--- src/rtl/alu_arbiter_ctrl.sv ---
// Two-master round-robin sequencer in front of a shared ALU; one operation in flight.
// Optional WAIT-state timeout is compiled in with `define ALU_ARB_TIMEOUT_EN.
module alu_arbiter_ctrl #(
  parameter int M       = 4,
  parameter int TIMEOUT = 32
) (
  input  logic           clk,
  input  logic           rst,
  input  logic [1:0]     req,
  input  logic [2:0]     req0_op,
  input  logic [M-1:0]   req0_a,
  input  logic [M-1:0]   req0_b,
  input  logic [2:0]     req1_op,
  input  logic [M-1:0]   req1_a,
  input  logic [M-1:0]   req1_b,
  output logic [1:0]     ack,
  output logic           alu_init,
  output logic [2:0]     alu_opcode,
  output logic [M-1:0]   alu_a,
  output logic [M-1:0]   alu_b,
  input  logic [2*M-1:0] alu_y,
  input  logic           alu_overflow,
  input  logic           alu_zero,
  input  logic           alu_done,
  output logic [1:0]     rsp_valid,
  output logic [2*M-1:0] rsp_y,
  output logic           rsp_ovf,
  output logic           rsp_zero,
  output logic           rsp_err,
  output logic           busy
);

  typedef enum logic [1:0] {IDLE, ISSUE, WAIT, RESP} state_t;

  state_t       state;
  logic         rr_ptr;
  logic         owner;
  logic         win;
  logic [2:0]   sel_op;
  logic [M-1:0] sel_a;
  logic [M-1:0] sel_b;

  if (TIMEOUT < 1) begin : g_timeout_range
    $error("alu_arbiter_ctrl: TIMEOUT must be at least 1");
  end

`ifdef ALU_ARB_TIMEOUT_EN
  localparam int CW = $clog2(TIMEOUT + 1);
  logic [CW-1:0] wait_cnt;
`endif

  always_comb begin
    win    = (req == 2'b11) ? rr_ptr : req[1];
    sel_op = win ? req1_op : req0_op;
    sel_a  = win ? req1_a  : req0_a;
    sel_b  = win ? req1_b  : req0_b;
  end

  always_ff @(posedge clk or negedge rst) begin
    if (!rst) begin
      state      <= IDLE;
      rr_ptr     <= 1'b0;
      owner      <= 1'b0;
      ack        <= '0;
      alu_init   <= 1'b0;
      alu_opcode <= '0;
      alu_a      <= '0;
      alu_b      <= '0;
      rsp_valid  <= '0;
      rsp_y      <= '0;
      rsp_ovf    <= 1'b0;
      rsp_zero   <= 1'b0;
      rsp_err    <= 1'b0;
      busy       <= 1'b0;
`ifdef ALU_ARB_TIMEOUT_EN
      wait_cnt   <= '0;
`endif
    end else begin
      ack       <= '0;
      alu_init  <= 1'b0;
      rsp_valid <= '0;
      case (state)
        IDLE: begin
          if (|req) begin
            owner      <= win;
            ack        <= win ? 2'b10 : 2'b01;
            alu_opcode <= sel_op;
            alu_a      <= sel_a;
            alu_b      <= sel_b;
            busy       <= 1'b1;
            if (sel_op > 3'd4) begin
              rsp_y    <= '0;
              rsp_ovf  <= 1'b0;
              rsp_zero <= 1'b0;
              rsp_err  <= 1'b1;
              state    <= RESP;
            end else begin
              state    <= ISSUE;
            end
          end
        end
        ISSUE: begin
          alu_init <= 1'b1;
          state    <= WAIT;
`ifdef ALU_ARB_TIMEOUT_EN
          wait_cnt <= '0;
`endif
        end
        WAIT: begin
          if (alu_done) begin
            rsp_y     <= alu_y;
            rsp_ovf   <= alu_overflow;
            rsp_zero  <= alu_zero;
            rsp_err   <= 1'b0;
            rsp_valid <= owner ? 2'b10 : 2'b01;
            state     <= RESP;
          end
`ifdef ALU_ARB_TIMEOUT_EN
          else if (wait_cnt == CW'(TIMEOUT - 1)) begin
            rsp_y     <= '0;
            rsp_ovf   <= 1'b0;
            rsp_zero  <= 1'b0;
            rsp_err   <= 1'b1;
            rsp_valid <= owner ? 2'b10 : 2'b01;
            state     <= RESP;
          end else begin
            wait_cnt  <= wait_cnt + CW'(1);
          end
`endif
        end
        RESP: begin
          // ALU completions pulse rsp_valid on the way into RESP; the
          // illegal-opcode path reaches RESP straight from IDLE and pulses here.
          if (rsp_valid == '0) rsp_valid <= owner ? 2'b10 : 2'b01;
          rr_ptr <= ~owner;
          busy   <= 1'b0;
          state  <= IDLE;
        end
        default: state <= IDLE;
      endcase
    end
  end

endmodule

--- config.mk ---
export PLATFORM = sky130hd
export DESIGN_NAME = alu_arbiter_ctrl
export DESIGN_NICKNAME = d
export VERILOG_FILES = /design/src/rtl/alu_arbiter_ctrl.sv
export SDC_FILE = /design/constraint.sdc
export NUM_CORES = 1
export LEC_CHECK = 0
export BUFFER_PORTS_ARGS = -buffer_cell sky130_fd_sc_hd__buf_4
export CORE_AREA = 10 10 71 73
export CTS_CLUSTER_DIAMETER = 50
export DETAILED_ROUTE_END_ITERATION = 8
export DIE_AREA = 0 0 81 83
export PLACE_DENSITY = 0.72
export SLEW_MARGIN = 10
export SYNTH_ARGS = -nofsm -noshare
export SYNTH_HDL_FRONTEND = slang
export SYNTH_SLANG_ARGS = --single-unit
--- constraint.sdc ---
create_clock -name clk -period 1.7 [get_ports clk]
set_input_delay 0.085 -clock clk [delete_from_list [all_inputs] [get_ports clk]]
set_output_delay 0.085 -clock clk [all_outputs]
set_load 0.03 [all_outputs]
Yosys cells after proc, flatten, opt, wreduce, memory -nomap -nowiden
Index checks and enable logic that the tools add are counted.
W data, S select, Z words.
{ "op_classes": {"n_bitwise": 1, "n_reduce_logical": 9, "n_lt_le_gt_ge": 1, "n_eq_ne": 7, "n_mux": 32} }
{ "op_table": {"columns": ["cell", "count"], "rows": [
  ["$mux W8", 3],
  ["$mux W2", 9],
  ["$pmux W8 S2", 1],
  ["$mux W1", 10],
  ["$mux W4", 2],
  ["$pmux W1 S2", 4],
  ["$pmux W2 S4", 1],
  ["$eq A2 B2 Y1 const B", 3],
  ["$ne A2 B2 Y1 const B", 3],
  ["$reduce_and A2 Y1", 3],
  ["$logic_not A2 Y1", 2],
  ["$pmux W2 S2", 1],
  ["$reduce_and A4 Y1", 1],
  ["$reduce_bool A2 Y1", 2],
  ["$gt A3 B3 Y1 const B", 1],
  ["$mux W3", 1],
  ["$eq A2 B1 Y1 const B", 1],
  ["$reduce_or A2 Y1", 1],
  ["$not A1 Y1", 1]
]} }
{ "totals": {"regBits": 32, "inputBits": 37} }

Longest topological paths before layout
Gate-level depths: netlist of the first run.
{ "logic_depth": {"word_depth": 7, "ltp_mapped": 8} }

Least setup slack after synthesis of the first run
No wires, ideal clock.
{ "synth_timing": {"path_type": "reg2reg", "from": "register state[0]", "to": "register rsp_ovf", "arrival_ps": 1724, "synth_period_minus_slack_ps": 1845, "n_path_buf": 2, "stages_incl_launch_ff": 9, "setup_ps": 122, "path_slack_ps": -145, "cell_sequence": "dfrtp_1 > inv_1 > ha_1 > buf_6 > or3b_4 > o21ai_2 > a311o_1 > buf_6 > a32o_1"} }
{ "synth_between": {"elab_chain_cells": 3, "word_cells_on_any_way": 8} }
{ "synth_lines": {"columns": ["element", "line_no", "source"], "rows": [
  ["from (decl)", "35", "state_t state;"],
  ["from (signal assigned)", "61", "state <= IDLE;"],
  ["from (signal assigned)", "96", "state <= RESP;"],
  ["from (signal assigned)", "98", "state <= ISSUE;"],
  ["$eq A2 B2 Y1 or $logic_not A2 Y1 (tied branches)", "82", "case (state)"],
  ["$ne A2 B2 Y1 (no line) or $reduce_bool A2 Y1 (tied branches)", null, null],
  ["$reduce_and A4 Y1 (no line)", null, null],
  ["to (signal assigned)", "112", "rsp_ovf <= alu_overflow;"],
  ["to (decl)", "27", "output logic rsp_ovf,"]
]} }
Parallel ways exist; a longest one is shown, timed or not.
A chain may end at the register's enable or synchronous reset.

Worst setup path in the final report of the first run
{ "layout_timing": {"from": "register state[1]", "to": "register rsp_y[4]"} }
{ "layout_between": {"elab_chain_cells": 3, "word_cells_on_any_way": 8} }
{ "layout_lines": {"columns": ["element", "line_no", "source"], "rows": [
  ["$eq A2 B2 Y1 or $logic_not A2 Y1 (tied branches)", "82", null],
  ["$ne A2 B2 Y1 (no line) or $reduce_bool A2 Y1 (tied branches)", null, null],
  ["$reduce_and A4 Y1 (no line)", null, null],
  ["to (signal assigned)", "111", "rsp_y <= alu_y;"],
  ["to (decl)", "26", "output logic [2*M-1:0] rsp_y,"]
]} }
Parallel ways exist; a longest one is shown, timed or not.

==> impl_metrics.json, run 1 <==
{
  "fin_crit_sh_pct": 97.7,
  "hold_class": "in -> reg",
  "postSynthAreaPerCell_um2": 11.9,
  "setup_violations": 0,
  "cts_made_buffers": 5,
  "netlist_instances": 118,
  "clock_latency_ns": 0.28,
  "grt_pass1_wl_um": 6510,
  "start_kind": "flop",
  "setup_ws_ns": 0.0384,
  "cpMaxStageDelayCell": "dfrtp_1",
  "critPathMaxFanout": 5,
  "numPortBuffers": 64,
  "design_area_um2": 2190,
  "ios": 65,
  "power.switching_mw": 1.84,
  "die_height_um": 83,
  "tns_ns": 0,
  "yosys-top-cells-area": "dfrtp_1, a32o_1, mux2i_1, ha_1, o21ai_0",
  "synth-edff-count": 0,
  "clock-root-buffer": "clkbuf_8",
  "clock_path_buffers": 2,
  "place.gp.congestion": 0.832,
  "finalNonFillerCells": 247,
  "syn_area_um2": 1410,
  "place_ws_ns": -0.102,
  "grt_overflow_total": 0,
  "fin_crit_ns": 1.66,
  "netlist.area_leader.share_pct": 56.9,
  "final_nets": 240,
  "synthTopCellsByCount": "dfrtp_1, a32o_1, o21ai_0, inv_1, nand2_1",
  "whs_ns": 0.0242,
  "ys.flop_type": "dfrtp_1",
  "async_flop_share_pct": 100,
  "internal-power_mw": 2.62,
  "wl_per_cell_um": 17.0,
  "cp_top_family": "compound AO/OA/AOI/OAI gates",
  "synth-seq-cells": 32,
  "dpl_cell_area_um2": 1990,
  "crit_path_end_kind": "flop",
  "dpl.cell_count": 231,
  "yosysMostFrequentCell": "dfrtp_1",
  "finClkSkew_ns": 0.00388,
  "tightest_slew_ns": 0.415,
  "path_cells": "inv_2 -> ha_4 -> or3b_4 -> o21ai_4 -> a311o_2 -> a32o_1",
  "die_area_um2": 6720,
  "vias_per_cell": 5.24,
  "wl_um": 4210,
  "h-tree-depth": 2,
  "sw_frac_of_total_pct": 41.2,
  "syn-num-nets": 160,
  "path_clk_slew_ns": 0.06,
  "grt_max_degree": 33,
  "dieWidth_um": 81,
  "drc": 0,
  "path_buf_inv": 1,
  "hold_viol": 0,
  "n_fill_cell": 324,
  "antenna_left": 0,
  "num_vias": 1295,
  "synth_cell_type_count": 27,
  "initial_core_util_pct": 38.7,
  "antenna_found_initial": 0,
  "maxCapViolCount": 0,
  "fmax_mhz": 602,
  "core.rowCount": 22,
  "synth_warnings": 0,
  "cp.arrival_ns": 1.82,
  "power_frac_seq_pct": 28.9,
  "drive_above_1_share_pct": 47.7,
  "syn_to_final_growth_pct": 55.4,
  "firstDrtPassIters": 7,
  "powerDensity_nw_per_um2": 2040,
  "post-dp-hpwl_um": 3190,
  "maxSlewViolCount": 0,
  "cts_tree": "built",
  "relSlewSlack_pct": 72.3,
  "grt_pass1_vias": 1297,
  "diodes": 0,
  "p_leak_nw": 1.11,
  "yosysTopAreaCell": "dfrtp_1",
  "power_frac_comb_pct": 53.6,
  "cts.sinks": 32,
  "critPathKind": "reg -> reg",
  "status": "finished clean",
  "core_area_um2": 3630,
  "drt-initial-drc-count": 95,
  "clockPowerShare_pct": 17.4,
  "slowest_delay_ns": 0.41,
  "grtUsageTotal_pct": 12.2,
  "crit_required_ns": 1.86,
  "peakVddDrop_uv": 825,
  "seq_area_frac_synth_pct": 56.9
}
==> through the flow <==
| stage | util [%] | total power, mW |
|---|---|---|
| floorplan | - | 2.77 |
| global placement | 54.8 | 3.49 |
| detailed placement | 54.8 | 3.57 |
| CTS | 59.5 | 4.44 |
| global route | 60.2 | 4.75 |
| finish | 60.2 | 4.46 |
==> power by group through the flow <==
| stage | clock network (mW) | logic (mW) | registers, mW |
|---|---|---|---|
| global placement | 0 | 2.21 | 1.28 |
| floorplan | 0 | 0.945 | 1.83 |
| CTS | 0.803 | 2.35 | 1.29 |
| finish | 0.778 | 2.39 | 1.29 |
| detailed placement | 0 | 2.26 | 1.30 |
| global route | 0.845 | 2.57 | 1.33 |
==> cell families after synthesis <==
family                   after synthesis  synth area share [%]
AO/OA/AOI/OAI                         37                  20.9
flip-flops                            32                  56.9
AND/OR/NAND/NOR                       23                  7.92
buffers and inverters                 14                  4.80
multiplexers                           7                  4.98
adder cells (fa/ha/maj)                5                  4.45
==> worst min-delay path: cells and delay by family <==
| family | cells | cell delay (ns) |
|---|---|---|
| AO/OA/AOI/OAI | 1 | 0.05 |
| buffers and inverters | 2 | 0.13 |
==> layer usage <==
metal	vias to the layer above	wire length, um	track usage (%)	share of wire [%]
met5	-	0	0	0
met4	0	103	6.10	2.4
met3	12	349	4.96	8.3
met2	58	2160	20.5	51
met1	624	1590	12.5	38
li1	601	-	-	-
==> cell usage in the layout (no fill, tap or decap), drive strengths merged, types with 2 or more instances in the layout <==
master	n
buf	77
dfrtp	32
o21ai	11
a32o	10
nand2	8
inv	8
nor2	7
mux2i	7
clkbuf	7
ha	5
a222oi	4
a22oi	3
a21oi	2
a21o	2
nand3	2
a311o	2
==> cell type report <==
| class | count | area (um^2) | share of cell area [%] |
|---|---|---|---|
| well taps | 48 | 60.1 | 2.75 |
| clock buffers | 7 | 96.3 | 4.41 |
| clock inverters | 1 | 30.0 | 1.37 |
| repair buffers | 78 | 588 | 26.9 |
| flip-flops and latches | 32 | 801 | 36.6 |
| multi-input cells | 73 | 581 | 26.6 |
| inverters | 8 | 30.0 | 1.37 |
==> what timing repair did <==
item	CTS	global route
buffers inserted	3	3
cloned	1	0
hold buffers	1	0
resized for setup	1	2
pin swaps	1	3
hold endpoints to repair	32	0
setup endpoints to repair	10	15
==> worst paths after layout <==
| path | startpoint | endpoint | slack [ns] | cells after the start |
|---|---|---|---|---|
| setup / recovery | state[1]$_DFFE_PN0P_ | rsp_y[4]$_DFFE_PN0P_ | 0.04 | 6 |
| hold / removal | req1_b[3] | alu_b[3]$_DFFE_PN0P_ | 0.02 | 3 |
| setup reg to reg | state[1]$_DFFE_PN0P_ | rsp_y[4]$_DFFE_PN0P_ | 0.04 | 6 |
| hold reg to reg | alu_a[0]$_DFFE_PN0P_ | alu_a[0]$_DFFE_PN0P_ | 0.48 | 2 |
| max in group asynchronous | rst | rsp_y[3]$_DFFE_PN0P_ | 1.13 | 2 |
| min in group asynchronous | rst | alu_a[1]$_DFFE_PN0P_ | 0.28 | 2 |
==> sequential cells by signal, indices dropped and copies added, names as in the netlist, 2 cells and up <==
| register | cells |
|---|---|
| alu_opcode | 3 |
| alu_b | 4 |
| state | 2 |
| alu_a | 4 |
| ack | 2 |
| rsp_y | 8 |
| rsp_valid | 2 |
Power figures use the tool's default switching activity.
==> run 2, diff against run 1 <==
--- a/config.mk
+++ b/config.mk
@@ -6,11 +6,12 @@
 export NUM_CORES = 1
 export LEC_CHECK = 0
 export BUFFER_PORTS_ARGS = -buffer_cell sky130_fd_sc_hd__buf_4
-export CORE_AREA = 10 10 71 73
+export CAP_MARGIN = 20
+export CORE_AREA = 10 10 65 67
 export CTS_CLUSTER_DIAMETER = 50
 export DETAILED_ROUTE_END_ITERATION = 8
-export DIE_AREA = 0 0 81 83
-export PLACE_DENSITY = 0.72
+export DIE_AREA = 0 0 75 77
+export PLACE_DENSITY = 0.83
 export SLEW_MARGIN = 10
 export SYNTH_ARGS = -nofsm -noshare
 export SYNTH_HDL_FRONTEND = slang
==> constraint.sdc (replaced) <==
create_clock -name clk -period 2.04 [get_ports clk]
set_input_delay 0.102 -clock clk [delete_from_list [all_inputs] [get_ports clk]]
set_output_delay 0.102 -clock clk [all_outputs]
set_load 0.03 [all_outputs]
==> run 2 against run 1 <==
Die area is 14% lower. First-iteration DRC count is 6.3% lower. Worst setup slack better by 0.12 ns. Fmax is 12% lower. Sequential share of layout area is 2.6 points higher. Highest routed layer unchanged.
==> impl_metrics.json, run 2 (synthesized netlist as in run 1, its figures left out) <==
{
  "tns_ns": 0,
  "path_cells": "inv_1 -> ha_1 -> or3b_4 -> o21ai_2 -> a311o_2 -> a32o_1",
  "dpl.cell_count": 212,
  "hold_class": "in -> reg",
  "cts.sinks": 32,
  "worst-r2r-cell-count": 6,
  "drt-initial-drc-count": 89,
  "core_area_um2": 2980,
  "worstSetupEndpoint": "rsp_y[4]$_DFFE_PN0P_",
  "ios": 65,
  "vias_per_cell": 5.52,
  "numPortBuffers": 64,
  "syn_to_final_growth_pct": 45.3,
  "maxCapViolCount": 0,
  "r2r_end": "rsp_y[4]$_DFFE_PN0P_",
  "regMostFlops": "rsp_y",
  "finClkSkew_ns": 0.00682,
  "peakVddDrop_uv": 1020,
  "power.switching_mw": 1.47,
  "grt_pass1_wl_um": 6530,
  "fin_crit_sh_pct": 92.2,
  "rrSetupSlack_ns": 0.16,
  "critPathKind": "reg -> reg",
  "die_area_um2": 5780,
  "grtUsageTotal_pct": 14.6,
  "reg2reg_from": "state[0]$_DFFE_PN0P_",
  "power_frac_seq_pct": 32.8,
  "clockPowerShare_pct": 11.4,
  "post-dp-hpwl_um": 3210,
  "core.rowCount": 20,
  "grt_pass1_vias": 1298,
  "fin_crit_ns": 1.88,
  "fmax_mhz": 532,
  "crit_required_ns": 2.26,
  "slowest_delay_ns": 0.47,
  "start_kind": "flop",
  "cp.arrival_ns": 2.10,
  "startpoint": "state[0]$_DFFE_PN0P_",
  "layout_common_cells": "buf_4, dfrtp_1, a32o_1",
  "critPathMaxFanout": 10,
  "antenna_found_initial": 0,
  "whs_ns": 0.00681,
  "final_nets": 235,
  "tightest_slew_ns": 0.498,
  "place.gp.congestion": 0.678,
  "dieWidth_um": 75,
  "grt_overflow_total": 0,
  "antenna_left": 0,
  "clock_path_buffers": 2,
  "hold_viol": 0,
  "num_vias": 1252,
  "path_clk_slew_ns": 0.09,
  "p_leak_nw": 1.06,
  "rsz0062_at_grt": "no",
  "reg.largest.list": "rsp_y (8), alu_a (4), alu_b (4)",
  "clock_latency_ns": 0.33,
  "drc": 0,
  "grt_max_degree": 33,
  "diodes": 0,
  "setup_violations": 0,
  "initial_core_util_pct": 47.2,
  "utilization_pct": 68.6,
  "internal-power_mw": 1.80,
  "largest_reg_flops": 8,
  "powerDensity_nw_per_um2": 1600,
  "firstDrtPassIters": 4,
  "finalNonFillerCells": 227,
  "status": "finished clean",
  "cts_made_buffers": 5,
  "cts_tree": "built",
  "cpMaxStageDelayCell": "a311o_2",
  "relSlewSlack_pct": 66.7,
  "die_height_um": 77,
  "clock-root-buffer": "clkbuf_4",
  "sw_frac_of_total_pct": 44.9,
  "wl_per_cell_um": 18.4,
  "crit_path_end_kind": "flop",
  "layout_commonest_cell": "buf_4",
  "h-tree-depth": 2,
  "wl_um": 4170,
  "maxSlewViolCount": 0,
  "drive_above_1_share_pct": 40.2,
  "power_frac_comb_pct": 55.8
}
-- run 2: changes by cell type in the layout (fill, tap and decap cells not counted), moves of 3 or more --
cell | previous run | this run
buf_4 | 77 | 67
clkbuf_8 | 7 | 1
dlygate4sd3_1 | 1 | 7
clkbuf_4 | 0 | 5
inv_1 | 5 | 8
inv_2 | 3 | 0
-- run 2: how the worst min path moves through the flow --
stage / startpoint / to / slack (ns) / cells after the start
2_1_floorplan: rst / ack[0]$_DFF_PN0_ / -0.19 / 0
3_3_place_gp: rst / alu_init$_DFF_PN0_ / 0.05 / 1
3_5_place_dp: rst / alu_init$_DFF_PN0_ / 0.06 / 1
4_1_cts: req1_b[1] / alu_b[1]$_DFFE_PN0P_ / 0.001 / 3
5_1_grt: alu_y[6] / rsp_y[6]$_DFFE_PN0P_ / 0.007 / 2
6_report: req1_b[1] / alu_b[1]$_DFFE_PN0P_ / 0.007 / 3
-- run 2: metrics by stage --
| stage | total power [mW] | instance area, um^2 | worst slack, ns |
|---|---|---|---|
| floorplan | 2.26 | 1410 | 0.195 |
| global placement | 2.81 | 1910 | 0.255 |
| detailed placement | 2.90 | 1910 | 0.126 |
| CTS | 3.29 | 2040 | 0.0856 |
| global route | 3.48 | 2040 | 0.0663 |
| finish | 3.27 | 2040 | 0.159 |
-- run 2: timing repair --
item	CTS	global route
buffers inserted	0	0
hold endpoints to repair	35	0
endpoints found under the setup margin	0	4
resized for setup	0	1
hold buffers	7	0
-- run 2: area by class of cell --
type / instances / area, um^2
timing repair buffer: 74 / 573
sequential: 32 / 801
clock buffer: 8 / 58.8
inverter: 8 / 30.0
tap: 33 / 41.3
fill: 229 / 935
multi-input combinational: 72 / 539
-- run 2: power groups by stage --
stage | combinational, mW | clock, mW | sequential [mW]
after CTS | 1.83 | 0.382 | 1.08
final | 1.83 | 0.373 | 1.07
after global placement | 1.74 | 0 | 1.06
after floorplan | 0.743 | 0 | 1.52
after global routing | 1.96 | 0.411 | 1.11
after detailed placement | 1.82 | 0 | 1.09
-- run 2: worst max-delay path, delay by kind of cell (launching register included) --
kind / cells / cell delay (ns)
buf+inv: 1 / 0.10
compound gates: 3 / 0.81
simple gates: 1 / 0.25
fa+ha+maj: 1 / 0.21
flops: 1 / 0.39
-- run 2: per-layer routing --
layer / vias to the layer above / GRT usage [%] / routed length (um)
met2: 33 / 25.8 / 2340
met1: 621 / 14.8 / 1460
met4: 0 / 6.82 / 122
li1: 586 / - / -
met3: 12 / 4.50 / 235
met5: - / 0 / 0
